<file path="src/rtl/wdt_pkg.sv">
// Shared types and Gray-code helpers for the heartbeat watchdog array.
// The helpers work on 8-bit vectors; narrower codes are zero-extended by the caller.
package wdt_pkg;

   typedef enum logic [1:0] {
      IDLE  = 2'd0,
      TRACK = 2'd1,
      ERROR = 2'd2
   } wdt_state_e;

   function automatic logic [7:0] bin2gray(input logic [7:0] b);
      return b ^ (b >> 1);
   endfunction

   function automatic logic [7:0] gray2bin(input logic [7:0] g);
      logic [7:0] b;
      b[7] = g[7];
      for (int i = 6; i >= 0; i--) begin
         b[i] = b[i+1] ^ g[i];
      end
      return b;
   endfunction

endpackage

</file>
<file path="src/rtl/wdt_chan.sv">
// One heartbeat channel: registers the Gray heartbeat, checks each new sample
// for hold / legal advance / illegal jump, counts laps and a hold timeout.
module wdt_chan
   import wdt_pkg::*;
#(
   parameter int GW        = 3,
   parameter int TIMEOUT   = 6500000,
   parameter int HEAL_LAPS = 1
) (
   input  logic          clk,
   input  logic          reset,
   input  logic [GW-1:0] hb,
   input  logic          fault_clr,
   output logic          health,
   output logic          fault
);

   localparam int            TW          = $clog2(TIMEOUT + 1);
   localparam logic [7:0]    CODE_MASK   = 8'((1 << GW) - 1);
   localparam logic [GW-1:0] LAST_CODE   = GW'(bin2gray(CODE_MASK));
   localparam logic [TW-1:0] TMO_LAST    = TW'(TIMEOUT - 1);
   localparam logic [3:0]    HEAL_TARGET = 4'(HEAL_LAPS);

   wdt_state_e    state;
   logic [GW-1:0] hb_d1;
   logic [GW-1:0] prev;
   logic [TW-1:0] tmo_cnt;
   logic [3:0]    lap_cnt;
   logic [GW-1:0] successor;
   logic          is_hold;
   logic          is_adv;
   logic          is_lap;
   logic          to_error;

   assign successor = GW'(bin2gray((gray2bin(8'(prev)) + 8'd1) & CODE_MASK));
   assign is_hold   = (hb_d1 == prev);
   assign is_adv    = (hb_d1 == successor);
   assign is_lap    = (prev == LAST_CODE);

   // A timeout and an illegal value both funnel into this one term, so they
   // can only ever produce a single ERROR entry.
   assign to_error  = (state == TRACK) && (is_hold ? (tmo_cnt == TMO_LAST) : !is_adv);

   always_ff @(posedge clk) begin
      if (reset) begin
         state   <= IDLE;
         hb_d1   <= '0;
         prev    <= '0;
         tmo_cnt <= '0;
         lap_cnt <= '0;
         health  <= 1'b0;
         fault   <= 1'b0;
      end else begin
         hb_d1 <= hb;
         if (to_error) begin
            state   <= ERROR;
            lap_cnt <= '0;
            tmo_cnt <= '0;
            health  <= 1'b0;
            fault   <= 1'b1;
         end else begin
            if (fault_clr) begin
               fault <= 1'b0;
            end
            unique case (state)
               IDLE: begin
                  if (hb_d1 == '0) begin
                     state   <= TRACK;
                     prev    <= '0;
                     tmo_cnt <= '0;
                  end
               end
               TRACK: begin
                  if (is_hold) begin
                     tmo_cnt <= tmo_cnt + TW'(1);
                  end else begin
                     prev    <= hb_d1;
                     tmo_cnt <= '0;
                     if (is_lap && (lap_cnt != HEAL_TARGET)) begin
                        lap_cnt <= lap_cnt + 4'd1;
                        if ((lap_cnt + 4'd1) == HEAL_TARGET) begin
                           health <= 1'b1;
                        end
                     end
                  end
               end
               ERROR: begin
                  if (hb_d1 == '0) begin
                     state   <= TRACK;
                     prev    <= '0;
                     tmo_cnt <= '0;
                  end else begin
                     state <= IDLE;
                  end
               end
               default: state <= IDLE;
            endcase
         end
      end
   end

endmodule

</file>
<file path="src/rtl/gray_wdt_array.sv">
// Array of NCH Gray-heartbeat watchdogs plus a registered aggregate health flag.
// Define WDT_MAJORITY_VOTE_EN for a strict-majority vote instead of all-healthy.
module gray_wdt_array #(
   parameter int NCH       = 4,
   parameter int GW        = 3,
   parameter int TIMEOUT   = 6500000,
   parameter int HEAL_LAPS = 1
) (
   input  logic              clk,
   input  logic              reset,
   input  logic [NCH*GW-1:0] hb,
   input  logic [NCH-1:0]    fault_clr,
   output logic [NCH-1:0]    health,
   output logic [NCH-1:0]    fault,
   output logic              majority_ok
);

   for (genvar i = 0; i < NCH; i++) begin : g_chan
      wdt_chan #(
         .GW        (GW),
         .TIMEOUT   (TIMEOUT),
         .HEAL_LAPS (HEAL_LAPS)
      ) u_chan (
         .clk       (clk),
         .reset     (reset),
         .hb        (hb[i*GW +: GW]),
         .fault_clr (fault_clr[i]),
         .health    (health[i]),
         .fault     (fault[i])
      );
   end

   logic vote;

`ifdef WDT_MAJORITY_VOTE_EN
   logic [4:0] healthy_cnt;

   always_comb begin
      healthy_cnt = '0;
      for (int i = 0; i < NCH; i++) begin
         healthy_cnt = healthy_cnt + 5'(health[i]);
      end
   end

   assign vote = (healthy_cnt > 5'(NCH / 2));
`else
   assign vote = &health;
`endif

   always_ff @(posedge clk) begin
      if (reset) begin
         majority_ok <= 1'b0;
      end else begin
         majority_ok <= vote;
      end
   end

endmodule

</file>
<file path="config.mk">
export PLATFORM = sky130hd
export DESIGN_NAME = gray_wdt_array
export DESIGN_NICKNAME = d
export VERILOG_FILES = /design/src/rtl/wdt_pkg.sv /design/src/rtl/wdt_chan.sv /design/src/rtl/gray_wdt_array.sv
export SDC_FILE = /design/constraint.sdc
export NUM_CORES = 1
export LEC_CHECK = 0
export ABC_AREA = 1
export ABC_CLOCK_PERIOD_IN_PS = 2190
export CAP_MARGIN = 40
export CORE_ASPECT_RATIO = 0.8
export CORE_MARGIN = 4
export CORE_UTILIZATION = 60
export CTS_CLUSTER_SIZE = 40
export DETAILED_ROUTE_END_ITERATION = 16
export GPL_ROUTABILITY_DRIVEN = 0
export MAX_ROUTING_LAYER = met4
export PLACE_DENSITY = 0.78
export SLEW_MARGIN = 20
export SYNTH_ARGS = -nofsm -noshare
export SYNTH_HDL_FRONTEND = slang
export SYNTH_SLANG_ARGS = --single-unit
export TNS_END_PERCENT = 100
</file>
<file path="constraint.sdc">
create_clock -name clk -period 2.19 [get_ports clk]
set_clock_uncertainty 0.2 [all_clocks]
set_input_delay 0.3285 -clock clk [delete_from_list [all_inputs] [get_ports clk]]
set_output_delay 0.3285 -clock clk [all_outputs]
set_load 0.01 [all_outputs]
</file>
==> flow_summary.yaml, run 1 <==
sta:
  rsz0062_at_grt: "false"
  min_period_over_period_pct: 91.0
  whs_ns: 0.215
  clock.fmax_ghz: 0.502
  post-route-min-period_ns: 1.99
  setup-tns-final_ns: 0
  drv_slew: 0
  finalHoldViolCount: 0
  setup_violations: 0
  slew_headroom_pct: 69.5
  worst_slew_pin_slew_ns: 0.457
clocking:
  h-tree-depth: 4
  cts_root_buf: "clkbuf_16"
  cts_hold_buf: 0
  cts.sinks: 149
  clk_pin_slew_ns: 0.06
  clk_latency_ns: 0.43
  cts_tree: "built"
  cts_made_buffers: 17
  cts_max_path_buffers: 2
layout:
  layout_commonest_cell: "nand2_1"
  fin_util_pct: 68.7
  layout_common_cells: "nand2_1, nor2_1, inv_1, dfxtp_1, nand3_1"
  nets: 1445
  antenna_cells: 0
  drive_above_1_share_pct: 7.23
  fill_cells: 1263
  area_delta_synth_final_pct: 12.4
place:
  io_buffers: 26
  dp_hpwl_um: 14300
worst_setup_path:
  reg2reg_slack_ns: 0.20
  r2r-start: "g_chan[2].u_chan.tmo_cnt[0]$_SDFFE_PP0P_"
  cp.arrival_ns: 2.10
  critical_path.top_delay_family: "simple AND/OR/NAND/NOR gates"
  critPathLaunch: "g_chan[2].u_chan.tmo_cnt[0]$_SDFFE_PP0P_"
  worstPathCellList: "ha_1 -> nand2_1 -> nor2_1 -> nand3_1 -> nor2_2 -> nand3_1 -> a22oi_1 -> nor2_1"
  cp-start-kind: "register"
  crit_required_ns: 2.30
  worst-setup-path-type: "register to register"
  cp_slowest_cell: "dfxtp_1"
  r2r_cells: 8
  critPathCaptureType: "register"
  r2r-end: "g_chan[2].u_chan.tmo_cnt[18]$_SDFFE_PP0P_"
  cp-endpoint: "g_chan[2].u_chan.tmo_cnt[18]$_SDFFE_PP0P_"
  crit_buf_inv: 0
  critPathMaxStageDelay_ns: 0.36
  path_depth: 8
  crit_fanout: 5
grt:
  grt_max_degree: 26
  grt_pass1_vias: 7769
  antenna_found_initial: 0
  grt_overflow: 0
  track_usage_pct: 26.0
  grt_first_pass_wirelength_um: 34800
yosys:
  synth_edf_count: 0
  yosysSeqAreaShare_pct: 34.1
  ys_types: 37
  synth.net_count: 1416
  async_flop_share_pct: 0
  ys_ff_latch: 149
  synth_area_sq_um: 8740
  syn_inst: 1382
  synthTopCellsByArea: "dfxtp_1, nand2_1, nor2_1"
  synth_top_flop_cell: "dfxtp_1"
  avgSynthCellArea_sq_um: 6.33
  ys_warn_count: 0
  yosys.area.top_type: "dfxtp_1"
  netlist.area_leader.share_pct: 34.1
route:
  wire_per_inst_um: 12.6
  vias: 8512
  first_iter_violations: 675
  remaining_drc_errors: 0
  dr.pass1.iters: 5
  avgViaCountPerCell: 5.29
  final_antenna_net_count: 0
  wl_um: 20200
min_path:
  min-delay-path-class: "input port to register"
  hold_start: "hb[8]"
floorplan:
  die_area_sq_um: 16600
  die_h_um: 116
  pin_count: 27
  die-width_um: 143
  core-area_sq_um: 14300
  initial_core_util_pct: 61.1
  rows: 39
pwr:
  p_leak_uw: 0.00374
  ir_drop_v: 0.000558
  finalPower_uw: 7290
  cellPowerDensity_nw_per_um2: 742
job:
  max_cap_viol_count: 0
run_status:
  status: "finished, final reports clean"
-- how the worst min path moves through the flow --
stage,to,slack (ns),cells after the start
finish,g_chan[2].u_chan.hb_d1[2]$_SDFF_PP0_,0.22,3
CTS,g_chan[2].u_chan.hb_d1[2]$_SDFF_PP0_,0.21,3
detailed placement,g_chan[1].u_chan.fault$_SDFFE_PP0P_,0.26,2
global route,g_chan[0].u_chan.hb_d1[0]$_SDFF_PP0_,0.21,3
global placement,g_chan[0].u_chan.lap_cnt[3]$_SDFFE_PP0P_,0.26,2
floorplan,majority_ok$_SDFF_PP0_,0.21,1
-- routing by layer --
layer	GRT usage [%]	wire length [um]	vias to the layer above
li1	-	-	4444
met1	34.3	9680	3797
met2	40.9	9050	235
met3	5.82	1180	36
met4	6.71	304	0
met5	-	0	-
-- state kept, by name (all words and copies together) (netlist names) --
name,cells
g_chan.u_chan.tmo_cnt,92
g_chan.u_chan.lap_cnt,16
g_chan.u_chan.state,8
g_chan.u_chan.prev,12
g_chan.u_chan.fault,4
majority_ok,1
g_chan.u_chan.hb_d1,12
g_chan.u_chan.health,4
-- final cells by class --
class	count	area (sq um)	area share, %
clock buffer	23	478	4.86
timing repair buffer	49	483	4.91
clock inverter	9	125	1.27
sequential	149	2980	30.4
tap	184	230	2.34
inverter	162	608	6.19
multi-input combinational	1032	4920	50.1
-- where the power goes --
part	internal [uW]	total (uW)	leakage, uW	switching [uW]
combinational	458	1330	0.00224	871
clock	1870	3010	0.000293	1130
sequential	2820	2960	0.00121	139
total	5150	7290	0.00374	2140
-- kinds of logic (layout without fill, tap and decap cells) --
kind of cell / count (synthesis) / after routing / share of synthesized area, %
compound gates: 150 / 150 / 9.69
fa+ha+maj: 16 / 16 / 2.29
simple gates: 829 / 829 / 40.5
buf+inv: 201 / 243 / 9.70
xor+xnor: 37 / 37 / 3.71
flops: 149 / 149 / 34.1
-- metrics by stage --
step	cells	cell area, sq um	worst slack (ns)
after floorplan	1382	8740	0.407
after global placement	1576	9220	0.244
after detailed placement	1576	9220	0.171
after CTS	1608	9820	0.142
after global routing	1608	9830	0.00127
final	1608	9830	0.197
-- worst reg2reg max path: cells and delay by family, from the launching register on --
family	cells	cell delay [ns]
adders and majority gates	1	0.18
AOI/OAI and AO/OA	1	0.17
DFF	1	0.36
and+or+nand+nor	6	0.98
-- cells in the mapped netlist (2+ instances only) --
cell      instances
buf_2            15
o22ai_1           2
o211ai_1          2
buf_4            12
nand2_1         382
nor2_2           20
a22oi_1          10
nand3_2           3
a21oi_2           9
inv_1           156
nand3_1         143
xor2_1           21
or2_0             2
nand2_2           5
o21bai_1         10
nand4_1          19
o21ai_0          27
nor2_4            3
inv_2             5
nor3_1           22
xnor2_1          16
ha_1             16
nor3b_1           2
a21oi_1          88
buf_6             4
nor2_1          219
nand3b_1          4
clkbuf_1          8
dfxtp_1         149
-- timing repair --
item | CTS | global route
setup buffers | 0 | 0
setup endpoints to repair | 0 | 19
resized for setup | 0 | 3
(Power assumes the default switching activity.)
==> run 2: changes to the inputs <==
- REMOVE_ABC_BUFFERS: unset -> 1
==> flow_summary.yaml, run 2 (same netlist as run 1, synthesis figures left out) <==
run_status:
  status: "finished, final reports clean"
route:
  final_antenna_net_count: 0
  vias: 8467
  avgViaCountPerCell: 5.26
  wl_um: 20300
  remaining_drc_errors: 0
  wire_per_inst_um: 12.6
  dr.pass1.iters: 5
  first_iter_violations: 818
place:
  dp.cells: 1577
  io_buffers: 26
  dp_hpwl_um: 14000
  dpl_worst_slack_ns: 0.174
layout:
  area_delta_synth_final_pct: 12.9
  layout_commonest_cell: "nand2_1"
  layout_common_cells: "nand2_1, nor2_1, inv_1, dfxtp_1, nand3_1"
  nets: 1446
  antenna_cells: 0
  drive_above_1_share_pct: 7.51
  largest_register: "g_chan.u_chan.tmo_cnt"
  largest_register_ff_count: 92
  fill_cells: 1270
  layout.cells.non_filler: 1609
  reg_top3: "g_chan.u_chan.tmo_cnt (92), g_chan.u_chan.lap_cnt (16)"
grt:
  grt_first_pass_wirelength_um: 35200
  track_usage_pct: 26.3
  antenna_found_initial: 0
  grt_overflow: 0
  grt_max_degree: 28
  grt_pass1_vias: 7793
sta:
  drv_slew: 0
  min_period_over_period_pct: 91.4
  slew_headroom_pct: 70.3
  setup_slack_ns: 0.189
  setup_violations: 0
  finalHoldViolCount: 0
  clock.fmax_ghz: 0.500
  worst_slew_pin_slew_ns: 0.446
  post-route-min-period_ns: 2.00
min_path:
  hold_start: "hb[2]"
  min-delay-path-class: "input port to register"
clocking:
  h-tree-depth: 4
  cts_max_path_buffers: 2
  cts_tree: "built"
  clk_latency_ns: 0.43
  clk_pin_slew_ns: 0.06
  cts_root_buf: "clkbuf_16"
  cts_made_buffers: 17
  cts.sinks: 149
  cts_setup_buffers: 0
worst_setup_path:
  worst-setup-path-type: "register to register"
  critPathLaunch: "g_chan[3].u_chan.tmo_cnt[0]$_SDFFE_PP0P_"
  crit_fanout: 23
  critPathCaptureType: "register"
  cp-start-kind: "register"
  crit_required_ns: 2.30
  cp.arrival_ns: 2.11
  r2r-start: "g_chan[3].u_chan.tmo_cnt[0]$_SDFFE_PP0P_"
pwr:
  p_leak_uw: 0.00375
  finalPower_uw: 7410
  ir_drop_v: 0.000731
  cellPowerDensity_nw_per_um2: 751
floorplan:
  die_h_um: 116
  rows: 39
  core-area_sq_um: 14300
  die-width_um: 143
  die_area_sq_um: 16600
  pin_count: 27
  initial_core_util_pct: 61.1
job:
  max_cap_viol_count: 0
## run 2: cell types whose count changed in the layout (fill, tap and decap cells not counted)
cell	before	now
clkbuf_1	3	0
buf_4	19	21
clkinv_4	0	2
nor2_2	22	20
buf_12	4	3
bufinv_16	3	4
clkbuf_8	3	2
clkinvlp_4	2	3
nand2_4	2	1
nand2_8	0	1
nor2_1	217	218
nor2_4	3	4
nor3_1	22	21
nor3_2	0	1
## run 2: final cells by class
class	count	area, sq um	share of cell area (%)
Clock inverter	13	180	1.83
Sequential cell	149	2980	30.2
Multi-Input combinational cell	1032	4940	50.0
Inverter	162	608	6.16
Tap cell	184	230	2.33
Clock buffer	19	453	4.59
Timing Repair Buffer	50	478	4.84
## run 2: critical path, cell delays in order, from the launching register on
cell and delay, ns:
dfxtp_1 0.37, ha_1 0.19, nand2_1 0.13, nor2_4 0.15, inv_2 0.06, nor2_1 0.09, nand3_1 0.09, nand2_1 0.09
nand3_2 0.14, nand2_2 0.14, buf_12 0.17, nor2_1 0.07
## run 2: final timing paths
kind	endpoint	slack [ns]	cells after the start
max	g_chan[3].u_chan.tmo_cnt[11]$_SDFFE_PP0P_	0.19	11
min	g_chan[0].u_chan.hb_d1[2]$_SDFF_PP0_	0.22	3
max reg2reg	g_chan[3].u_chan.tmo_cnt[11]$_SDFFE_PP0P_	0.19	11
min reg2reg	g_chan[1].u_chan.health$_SDFFE_PP0P_	0.27	2
## run 2: per-stage QoR
stage	instance area (sq um)	utilization [%]	TNS (ns)	hold WS (ns)
6_report	9870	69.0	0	0.219
5_1_grt	9870	69.0	-0.00261	0.220
4_1_cts	9840	68.8	0	0.209
3_5_place_dp	9210	64.4	0	0.259
3_3_place_gp	9210	64.4	0	0.252
2_1_floorplan	8500	-	-0.393	0.198
## run 2: layer usage
metal,GRT usage (%),share of wire (%),up-vias
met3,5.36,5.8,24
met4,6.78,1.3,0
met5,-,0,-
li1,-,-,4440
met2,41.1,44,240
met1,35.1,49,3763
## run 2: power breakdown
| group | switching [uW] | total, uW | internal (uW) |
|---|---|---|---|
| sequential | 138 | 2960 | 2820 |
| combinational | 874 | 1330 | 455 |
| clock | 1170 | 3130 | 1960 |
## run 2: repair_timing
item                                    CTS  global route
hold buffers                              0             0
resized for setup                         0             5
endpoints found under the setup margin    0            60
